$ cat src/rtl/hex_page_scheduler.sv
// Six-digit hex-display scheduler: picks a score or debug value, converts it to BCD by
// double-dabble and publishes digits, blank mask and a reload strobe.
module hex_page_scheduler #(
  parameter int unsigned PAGE_TICKS    = 100000000,
  parameter int unsigned BLINK_TICKS   = 25000000,
  parameter int unsigned REFRESH_TICKS = 5000000
) (
  input  logic        clock,
  input  logic        reset,
  input  logic [2:0]  displayMode,
  input  logic [15:0] score,
  input  logic [7:0]  snakeLength,
  input  logic [7:0]  headX,
  input  logic [7:0]  headY,
  output logic [23:0] digitValue,
  output logic [5:0]  digitBlank,
  output logic [1:0]  pageIndex,
  output logic        updateStrobe,
  output logic        busy
);

  localparam int unsigned PW = (PAGE_TICKS > 1) ? $clog2(PAGE_TICKS) : 1;
  localparam int unsigned BW = (BLINK_TICKS > 1) ? $clog2(BLINK_TICKS) : 1;
  localparam int unsigned RW = (REFRESH_TICKS > 1) ? $clog2(REFRESH_TICKS) : 1;
  localparam logic [PW-1:0] PAGE_LAST    = PW'(PAGE_TICKS - 1);
  localparam logic [BW-1:0] BLINK_LAST   = BW'(BLINK_TICKS - 1);
  localparam logic [RW-1:0] REFRESH_LAST = RW'(REFRESH_TICKS - 1);

  typedef enum logic [1:0] {ModeNormal, ModeOver, ModeDebug} mode_e;
  typedef enum logic [1:0] {StIdle, StLoad, StShift, StDone} state_e;

  mode_e         w_mode;
  mode_e         r_mode;
  logic          r_started;
  logic [1:0]    r_page;
  logic [PW-1:0] r_page_cnt;
  logic          r_phase;
  logic [BW-1:0] r_blink_cnt;
  logic [RW-1:0] r_refresh_cnt;

  logic w_mode_chg;
  logic w_page_adv;
  logic w_refresh_hit;
  logic w_trigger;

  state_e      r_state;
  logic        r_pending;
  logic [23:0] r_bcd;
  logic [15:0] r_bin;
  logic [3:0]  r_shift_cnt;
  logic        r_conv_debug;
  logic [1:0]  r_conv_page;
  logic [23:0] r_value;
  logic [5:0]  r_mask;
  logic        r_strobe;

  logic [15:0] w_src;
  logic [39:0] w_shifted;
  logic [23:0] w_value;
  logic [5:0]  w_mask;
  logic        w_lz;

  function automatic logic [23:0] f_add3(input logic [23:0] b);
    logic [23:0] r;
    r = b;
    for (int i = 0; i < 6; i++) begin
      if (r[4*i +: 4] >= 4'd5) r[4*i +: 4] = r[4*i +: 4] + 4'd3;
    end
    return r;
  endfunction

  // Anything other than a clean one-hot code falls back to normal.
  always_comb begin
    case (displayMode)
      3'b010:  w_mode = ModeOver;
      3'b100:  w_mode = ModeDebug;
      default: w_mode = ModeNormal;
    endcase
  end

  assign w_mode_chg    = (w_mode != r_mode);
  assign w_page_adv    = (w_mode == ModeDebug) && (r_mode == ModeDebug) && (r_page_cnt == PAGE_LAST);
  assign w_refresh_hit = (r_refresh_cnt == REFRESH_LAST);
  assign w_trigger     = !r_started || w_mode_chg || w_page_adv || w_refresh_hit;

  always_ff @(posedge clock or posedge reset) begin
    if (reset) begin
      r_mode        <= ModeNormal;
      r_started     <= 1'b0;
      r_page        <= 2'd0;
      r_page_cnt    <= '0;
      r_phase       <= 1'b0;
      r_blink_cnt   <= '0;
      r_refresh_cnt <= '0;
    end else begin
      r_mode    <= w_mode;
      r_started <= 1'b1;
      r_refresh_cnt <= w_trigger ? '0 : r_refresh_cnt + RW'(1);

      // Entering debug (or being outside it) restarts paging from page 0.
      if (w_mode != ModeDebug || r_mode != ModeDebug) begin
        r_page     <= 2'd0;
        r_page_cnt <= '0;
      end else if (r_page_cnt == PAGE_LAST) begin
        r_page     <= (r_page == 2'd2) ? 2'd0 : r_page + 2'd1;
        r_page_cnt <= '0;
      end else begin
        r_page_cnt <= r_page_cnt + PW'(1);
      end

      if (w_mode != ModeOver || r_mode != ModeOver) begin
        r_phase     <= 1'b0;
        r_blink_cnt <= '0;
      end else if (r_blink_cnt == BLINK_LAST) begin
        r_phase     <= ~r_phase;
        r_blink_cnt <= '0;
      end else begin
        r_blink_cnt <= r_blink_cnt + BW'(1);
      end
    end
  end

  always_comb begin
    case (r_page)
      2'd0:    w_src = {8'h00, snakeLength};
      2'd1:    w_src = {8'h00, headX};
      default: w_src = {8'h00, headY};
    endcase
    if (r_mode != ModeDebug) w_src = score;
  end

  assign w_shifted = {f_add3(r_bcd), r_bin} << 1;

  always_comb begin
    w_value = r_bcd;
    w_mask  = 6'b000000;
    w_lz    = 1'b1;
    for (int i = 5; i >= 1; i--) begin
      w_lz      = w_lz & (r_bcd[4*i +: 4] == 4'd0);
      w_mask[i] = w_lz;
    end
    if (r_conv_debug) begin
      w_value = {2'b00, r_conv_page + 2'd1, 8'h00, r_bcd[11:0]};
      w_mask  = {1'b0, 2'b11, r_bcd[11:8] == 4'd0, r_bcd[11:4] == 8'd0, 1'b0};
    end
  end

  always_ff @(posedge clock or posedge reset) begin
    if (reset) begin
      r_state      <= StIdle;
      r_pending    <= 1'b0;
      r_bcd        <= '0;
      r_bin        <= '0;
      r_shift_cnt  <= '0;
      r_conv_debug <= 1'b0;
      r_conv_page  <= 2'd0;
      r_value      <= '0;
      r_mask       <= 6'b111110;
      r_strobe     <= 1'b0;
    end else begin
      r_strobe <= 1'b0;
      case (r_state)
        StIdle: begin
          if (w_trigger) r_state <= StLoad;
        end
        StLoad: begin
          r_bin        <= w_src;
          r_bcd        <= '0;
          r_shift_cnt  <= '0;
          r_conv_debug <= (r_mode == ModeDebug);
          r_conv_page  <= r_page;
          if (w_trigger) r_pending <= 1'b1;
          r_state <= StShift;
        end
        StShift: begin
          r_bcd       <= w_shifted[39:16];
          r_bin       <= w_shifted[15:0];
          r_shift_cnt <= r_shift_cnt + 4'd1;
          if (w_trigger) r_pending <= 1'b1;
          if (r_shift_cnt == 4'd15) r_state <= StDone;
        end
        default: begin
          r_value   <= w_value;
          r_mask    <= w_mask;
          r_strobe  <= 1'b1;
          r_pending <= 1'b0;
          r_state   <= (r_pending || w_trigger) ? StLoad : StIdle;
        end
      endcase
    end
  end

  assign digitValue   = r_value;
  assign digitBlank   = r_phase ? 6'b111111 : r_mask;
  assign pageIndex    = r_page;
  assign updateStrobe = r_strobe;
  assign busy         = (r_state != StIdle);

endmodule

$ cat config.mk
export PLATFORM = sky130hd
export DESIGN_NAME = hex_page_scheduler
export DESIGN_NICKNAME = d
export VERILOG_FILES = /design/src/rtl/hex_page_scheduler.sv
export SDC_FILE = /design/constraint.sdc
export NUM_CORES = 1
export LEC_CHECK = 0
export ABC_AREA = 1
export CORE_ASPECT_RATIO = 0.7
export CORE_MARGIN = 10
export CORE_UTILIZATION = 55
export DETAILED_ROUTE_END_ITERATION = 16
export PLACE_DENSITY = 0.88
export REMOVE_ABC_BUFFERS = 1
export SYNTH_ARGS = -nofsm -noshare
export SYNTH_HDL_FRONTEND = slang
export SYNTH_SLANG_ARGS = --single-unit
$ cat constraint.sdc
create_clock -name clock -period 6.11 [get_ports clock]
set_input_delay 1.222 -clock clock [delete_from_list [all_inputs] [get_ports clock]]
set_output_delay 1.222 -clock clock [all_outputs]
set_load 0.05 [all_outputs]
# Yosys cells after proc, flatten, opt, wreduce, memory -nomap -nowiden
# Cells that the tools add are included.
[classes] reduce_logical=25 n_div=0 bitwise=6 multipliers=0 add_sub_neg=12 n_mux=32 n_eq_ne=20 order_cmp=6 shifts=0
[ops] op="27-bit 2-to-1 mux" count=2
[ops] op="25-bit 2-to-1 mux" count=2
[ops] op="24-bit case mux with 2 select lines" count=1
[ops] op="16-bit case mux with 2 select lines" count=1
[ops] op="27-bit by 1-bit adder with 27-bit output (second input constant)" count=1
[ops] op="27-bit == test (second input constant)" count=1
[ops] op="25-bit by 1-bit adder with 25-bit output (second input constant)" count=1
[ops] op="25-bit == test (second input constant)" count=1
[ops] op="4-bit by 3-bit greater-or-equal comparator with 1-bit output (second input constant)" count=6
[ops] op="24-bit 2-to-1 mux" count=1
[ops] op="23-bit by 1-bit adder with 23-bit output (second input constant)" count=1
[ops] op="23-bit == test (second input constant)" count=1
[ops] op="23-bit 2-to-1 mux" count=1
[ops] op="4-bit by 2-bit adder with 4-bit output (second input constant)" count=5
[ops] op="4-bit zero test" count=5
[ops] op="4-bit 2-to-1 mux" count=5
[ops] op="16-bit 2-to-1 mux" count=1
[ops] op="8-bit case mux with 2 select lines" count=1
[ops] op="6-bit 2-to-1 mux" count=2
[ops] op="2-bit 2-to-1 mux" count=5
[ops] op="2-bit == test (second input constant)" count=4
[ops] op="8-bit zero test" count=1
[ops] op="2-bit inequality test (second input constant)" count=4
[ops] op="4-bit case mux with 2 select lines" count=1
[ops] op="other kinds (24)" count=47
[totals] out_inout_bits=34 wordCells=118 latchBits=0 mem_count=0 mem_bits_ro=0 ram_bits=0 ff_bits=162 inputBits=45

# Depth between registers and ports, before layout
# Gate-level depths: netlist (run 1).
[depth] word_depth=10 ltp_mapped=12 mapped_depth_nobuf=11

# Least setup slack after synthesis (run 1)
# No wires, ideal clock.
[synth_timing] path_kind="input to register" from="in displayMode[2]" to="reg r_refresh_cnt[6]" arrival_time_ns=2.153 path_slack_ns=3.877 stages=8 required_time_ns=6.030 path_buffers=1 setup_time_ns=0.080 cell_sequence="nor2_1 > nand2_1 > nand2_1 > nand3_1 > nor2_2 > nand3_2 > buf_6 > nor3b_2"
[synth_via] elab_chain_cells=8 elab_cells_between_ends=11 classes_between="eq/ne: 4; mux: 2; reduce/logical: 5"
[synth_rtl] item="from (decl)" line="10" text="input logic [2:0] displayMode,"
[synth_rtl] item="3-bit == test / 3-bit by 2-bit == test with 1-bit output (equally long branches)" line="74" text="case (displayMode)"
[synth_rtl] item="2-bit case mux with 2 select lines *" line="74"
[synth_rtl] item="2-bit == test" line="82" text="assign w_page_adv = (w_mode == ModeDebug) && (r_mode == ModeDebug) && (r_page_cnt == PAGE_LAST);"
[synth_rtl] item="1-bit logical AND (2 in a row)" line="82"
[synth_rtl] item="1-bit logical OR * (2 in a row)" line="84" text="assign w_trigger = !r_started || w_mode_chg || w_page_adv || w_refresh_hit;"
[synth_rtl] item="23-bit 2-to-1 mux *" line="98" text="r_refresh_cnt <= w_trigger ? '0 : r_refresh_cnt + RW'(1);"
[synth_rtl] item="to (signal assigned)" line="98"
[synth_rtl] item="to (decl)" line="39" text="logic [RW-1:0] r_refresh_cnt;"
# Every way passes the cells marked *; elsewhere a longest branch is shown, timed or not.
# A chain may end at the register's enable or synchronous reset.

# Final worst setup path (run 1)
[layout_timing] from="reg r_state[0]" to="out busy"
[layout_via] elab_chain_cells=1
[layout_rtl] item="from (decl)" line="46" text="state_e r_state;"
[layout_rtl] item="from (signal assigned)" line="150" text="r_state <= StIdle;"
[layout_rtl] item="from (signal assigned)" line="164" text="if (w_trigger) r_state <= StLoad;"
[layout_rtl] item="from (signal assigned)" line="173" text="r_state <= StShift;"
[layout_rtl] item="2-bit nonzero test" line="197" text="assign busy = (r_state != StIdle);"
[layout_rtl] item="to (decl)" line="19" text="output logic busy"
# No other way between the ends.

==> results of run 1 <==
==> worst max-delay path by stage <==
stage	startpoint	end	slack (ns)	depth (start not counted)
6_report	r_state[0]	busy	2.80	4
3_3_place_gp	displayMode[2]	r_refresh_cnt[3]	2.96	8
3_5_place_dp	displayMode[2]	r_refresh_cnt[16]	2.85	8
5_1_grt	r_state[1]	busy	2.70	4
2_1_floorplan	reset	digitValue[0]	0.55	1
4_1_cts	r_state[0]	busy	2.78	4
==> worst max-delay path, stage by stage (launching register included) <==
cell	delay [ns]
dfrtp_1	0.40
inv_1	0.08
ha_1	0.23
inv_1	0.10
clkdlybuf4s50_1	0.85
==> power groups by stage <==
| stage | Combinational (W) | Clock [W] | Sequential, W |
|---|---|---|---|
| 5_1_grt | 0.000934 | 0.00110 | 0.00127 |
| 3_3_place_gp | 0.000820 | 0 | 0.00127 |
| 3_5_place_dp | 0.000836 | 0 | 0.00127 |
| 4_1_cts | 0.000840 | 0.00105 | 0.00125 |
| 6_report | 0.000842 | 0.00105 | 0.00126 |
| 2_1_floorplan | 0.000522 | 0 | 0.00131 |
==> sequential cells by signal, summed over array words and instances, names as in the netlist <==
register / count
digitValue: 24
pageIndex: 2
r_bcd: 24
r_bin: 16
r_blink_cnt: 25
r_conv_debug: 1
r_conv_page: 2
r_mask: 5
r_mode: 2
r_page_cnt: 27
r_pending: 1
r_phase: 1
r_refresh_cnt: 23
r_shift_cnt: 4
r_started: 1
r_state: 2
updateStrobe: 1
==> per-layer routing <==
metal  up-vias  routed length (µm)  GRT usage  share of wire
met2       268                9492     0.3086           0.46
met4         0                 316    0.05386          0.015
met3        31                1549    0.04658          0.075
li1       3574                   -          -              -
met1      3561                9411     0.2736           0.45
met5         -                   0          0              0
==> cells in the mapped netlist (all sizes together) <==
cell type,count
conb,1
a21oi,40
dfrtp,156
o21ai,82
or2,5
buf,9
o22ai,11
nand2,203
o32ai,4
o221ai,14
a31oi,11
inv,148
nor2,133
clkbuf,15
xor2,18
o31ai,1
o21a,3
nor3b,7
ha,23
nor3,46
nor4b,1
dfstp,5
and3,1
o211ai,3
nor4,3
nand4,23
xnor2,8
nand3,65
==> metrics by stage <==
step	hold WS, ns	std cells	setup slack [ns]	util	total power [W]
after floorplan	0.4432	1015	0.5480	-	0.001828
after global placement	0.4568	1291	2.960	0.6320	0.002087
after detailed placement	0.4742	1291	2.853	0.6320	0.002109
after CTS	0.4880	1323	2.784	0.6711	0.003147
after global routing	0.5193	1323	2.703	0.6711	0.003307
final	0.4866	1323	2.796	0.6711	0.003150
==> area by class of cell <==
type	instances	area [µm²]	area share
multi-input cells	706	3807	0.3794
flip-flops and latches	161	4035	0.4021
repair buffers	81	803.3	0.08005
well taps	195	244.0	0.02431
inverters	148	560.5	0.05586
clock buffers	17	425.4	0.04239
clock inverters	15	158.9	0.01584
==> kinds of logic after synthesis <==
family	count (synthesis)	share of synthesized area
AOI/OAI and AO/OA	169	0.1123
xor gates and xnor gates	26	0.02669
adders and majority gates	23	0.03373
buffers and inverters	172	0.08080
DFF	161	0.4729
other	1	0.0004395
and+or+nand+nor	487	0.2731
==> results.yml, run 1 <==
run_status:
  status: "complete, no violations"
synth:
  synth-seq-area-share: 0.4729
  synthesis.area_um2: 8532
  synth.area.top_cells: "dfrtp_1, nand2_1, inv_1, nor2_1, o21ai_0"
  synth_top_area_frac: 0.4575
  synth.distinct_cells: 46
  synth_warnings: 0
  avgSynthCellArea_um2: 8.212
  yosys.area.top_type: "dfrtp_1"
  ys_seq_elements: 161
  syn_inst: 1039
pwr:
  peakVddDrop_v: 0.0002826
  p_clk_frac: 0.334
  seq_power_share: 0.399
  power_density_nw_per_um2: 313.9
  p_sw_frac: 0.3657
  p_sw_w: 0.001152
  p_int_w: 0.001998
  p_leak_nw: 4.327
  p_comb_frac: 0.267
cts:
  htreeDepth: 4
  cts_tree: "built"
  root_buffer: "clkbuf_16"
  cts_hold_buf: 0
  clk_pin_slew_worst_paths_ns: 0.07
  cts_buffer_depth: 2
  clk_latency_ns: 0.44
  cts_resized: 0
  cts-buffers-inserted: 17
  cts_setup_buffers: 0
  clkSinkCount: 161
routing:
  via_count: 7434
  drtPass1Iterations: 5
  antenna_left: 0
  drt_iter0_markers: 800
  vias_per_cell: 5.619
  drcViolationCount: 0
  wl_per_cell_um: 15.70
  routed_wl_mm: 20.77
sta:
  worst_slew_pin_slew_ns: 1.023
  period_share: 0.5424
  rsz0062_at_grt: "no"
  hold_viol: 0
  setup_viol: 0
  drv_slew: 0
  setup_tns_ns: 0
  relSlewSlack: 0.3171
  finClkSkew_ns: 0.01400
  min_period_ns: 3.314
  fmax_mhz: 301.8
global_route:
  antenna_found_initial: 0
  first_global_vias: 7265
  grt_pass1_wl_mm: 35.43
  track_usage: 0.1994
  grt_overflow_total: 0
  grt_max_degree: 63
place:
  routabilityCongestion: 0.8943
  port_buffers: 78
  place_area_um2: 9450
  dp_hpwl_mm: 14.43
min_path:
  whs_path_depth: 2
  min_path_type: "flip-flop to flip-flop"
  hold_path_end: "r_mask[2]"
  worstHoldStart: "r_mask[2]"
final_layout:
  nets: 1183
  fillers: 1163
  design_area_um2: 10030
  area_growth_pct: 17.61
  n_antenna_cell: 0
  mostFrequentLayoutCell: "nand2_1"
  drive_gt1_frac: 0.09043
  final_cell_mix: "nand2_1, dfrtp_1, inv_1"
die:
  fp.dieArea_um2: 20970
  placementRows: 37
  die_x_um: 168.9
  die_h_um: 124.2
  io_pins: 79
  initial_core_util: 0.5706
  fp.coreArea_um2: 14950
worst_setup_path:
  critPathMaxFanout: 4
  start_kind: "flip-flop"
  path_class: "flip-flop to output port"
  end_kind: "output port"
  arrival_ns: 2.09
  r2r_slack_ns: 3.17
  timing.rr.end: "r_bcd[23]"
  r2r_cells: 7
  worst_ep_required_time_ns: 4.89
  timing.rr.start: "r_state[1]"
job:
  maxCapViolCount: 0
(Power assumes the default switching activity.)
==> inputs of run 2 (changes only) <==
clock period = 3.4 ns   (was 6.11 ns; I/O delays follow)
==> run 2 against run 1 <==
Against the previous run: sequential share of layout area is 0.20 points lower; power is 83% higher; non-clock buffer count is 3 higher; routed wire length is 0.49% lower.
==> results.yml, run 2 (synthesized netlist as in run 1, its figures left out) <==
routing:
  wl_met1_mm: 9.503
  wl_per_cell_um: 15.59
  dr_wl_met3_mm: 1.507
  drtPass1Iterations: 7
  routed_wl_mm: 20.67
  drt_iter0_markers: 807
  vias_per_cell: 5.668
  top_layer: "met4"
  dr_wl_met2_mm: 9.413
  via_count: 7516
  drcViolationCount: 0
  antenna_left: 0
cts:
  cts-buffers-inserted: 17
  htreeDepth: 4
  clk_pin_slew_worst_paths_ns: 0.07
  cts_tree: "built"
  cts_setup_buffers: 0
  cts_buffer_depth: 2
  clkSinkCount: 161
  root_buffer: "clkbuf_16"
  clk_latency_ns: 0.43
  cts_hold_buf: 0
  cts_resized: 0
worst_setup_path:
  startpoint: "r_state[0]"
  critPathMaxFanout: 4
  timing.rr.start: "r_state[0]"
  path_class: "flip-flop to output port"
  end_kind: "output port"
  worst_ep_required_time_ns: 2.72
  start_kind: "flip-flop"
  arrival_ns: 2.10
sta:
  worst_slew_pin_slew_ns: 0.9038
  finClkSkew_ns: 0.01369
  setup_viol: 0
  period_share: 0.8187
  hold_viol: 0
  setup_ws_ns: 0.6164
  drv_slew: 0
  rsz0062_at_grt: "no"
  setup_tns_ns: 0
  min_period_ns: 2.784
  relSlewSlack: 0.3890
  fmax_mhz: 359.2
final_layout:
  area_growth_pct: 18.20
  largest_reg_flops: 27
  final_cell_mix: "nand2_1, dfrtp_1, inv_1"
  n_antenna_cell: 0
  regMostFlops: "r_page_cnt"
  nets: 1186
  mostFrequentLayoutCell: "nand2_1"
  biggestRegsByFlops: "r_page_cnt (27), r_blink_cnt (25)"
  drive_gt1_frac: 0.09284
pwr:
  p_leak_nw: 4.344
  peakVddDrop_v: 0.0004358
  power_density_nw_per_um2: 571.8
die:
  fp.dieArea_um2: 20970
  die_h_um: 124.2
  fp.coreArea_um2: 14950
  die_x_um: 168.9
  io_pins: 79
  placementRows: 37
  initial_core_util: 0.5706
place:
  port_buffers: 78
  post-place-ws_ns: 0.7067
  routabilityCongestion: 0.8961
  dp_hpwl_mm: 14.25
min_path:
  worstHoldStart: "r_blink_cnt[0]"
  min_path_type: "flip-flop to flip-flop"
global_route:
  track_usage: 0.1937
  first_global_vias: 7283
  grt_pass1_wl_mm: 34.74
  antenna_found_initial: 0
  grt_overflow_total: 0
  grt_max_degree: 60
job:
  maxCapViolCount: 0
run_status:
  status: "complete, no violations"
run 2: cell types whose count changed in the layout (fill, tap and decap cells not counted), sizes merged:
cell | before | now
buf | 3 | 6
bufinv | 0 | 1
clkinv | 6 | 0
clkinvlp | 0 | 3
inv | 157 | 159
run 2: metrics by stage:
stage,total power [W],cells,instance area [µm²],util,hold slack [ns]
global route,0.006011,1326,10080,0.6744,0.5029
finish,0.005767,1326,10080,0.6744,0.4766
floorplan,0.003286,1015,8398,-,0.4432
global placement,0.003761,1294,9498,0.6352,0.4639
detailed placement,0.003819,1294,9498,0.6352,0.4708
CTS,0.005764,1326,10080,0.6744,0.4816
run 2: layout make-up:
class	instances	area, µm²
Fill cell	1124	4868
Sequential cell	161	4035
Multi-Input combinational cell	706	3807
Timing Repair Buffer	84	850.8
Inverter	148	560.5
Clock buffer	17	425.4
Tap cell	195	244.0
Clock inverter	15	161.4
run 2: worst max-delay path, stage by stage (launching register included):
cell	delay [ns]
dfrtp_1	0.41
inv_1	0.09
ha_1	0.24
inv_1	0.10
clkdlybuf4s50_1	0.83
run 2: worst paths after layout:
kind                             endpoint  slack (ns)  depth (start not counted)
max in group asynchronous       r_mask[1]        2.00                          3
hold reg to reg            r_blink_cnt[0]        0.48                          1
hold / removal             r_blink_cnt[0]        0.48                          1
min in group asynchronous  r_blink_cnt[7]        0.67                          2
setup / recovery                     busy        0.62                          4
setup reg to reg                r_bcd[17]        0.85                          8
run 2: metal layers:
metal / vias to the layer above / track usage
li1: 3576 / -
met1: 3633 / 0.2648
met2: 285 / 0.2988
met3: 22 / 0.04501
met4: 0 / 0.05793
met5: - / 0
run 2: report_power, final:
| part | switching [W] | total [W] | internal (W) |
|---|---|---|---|
| Sequential | 0.000118 | 0.00226 | 0.00215 |
| Clock | 0.000885 | 0.00193 | 0.00105 |
| Combinational | 0.00109 | 0.00157 | 0.000477 |
| Total | 0.00210 | 0.00577 | 0.00367 |
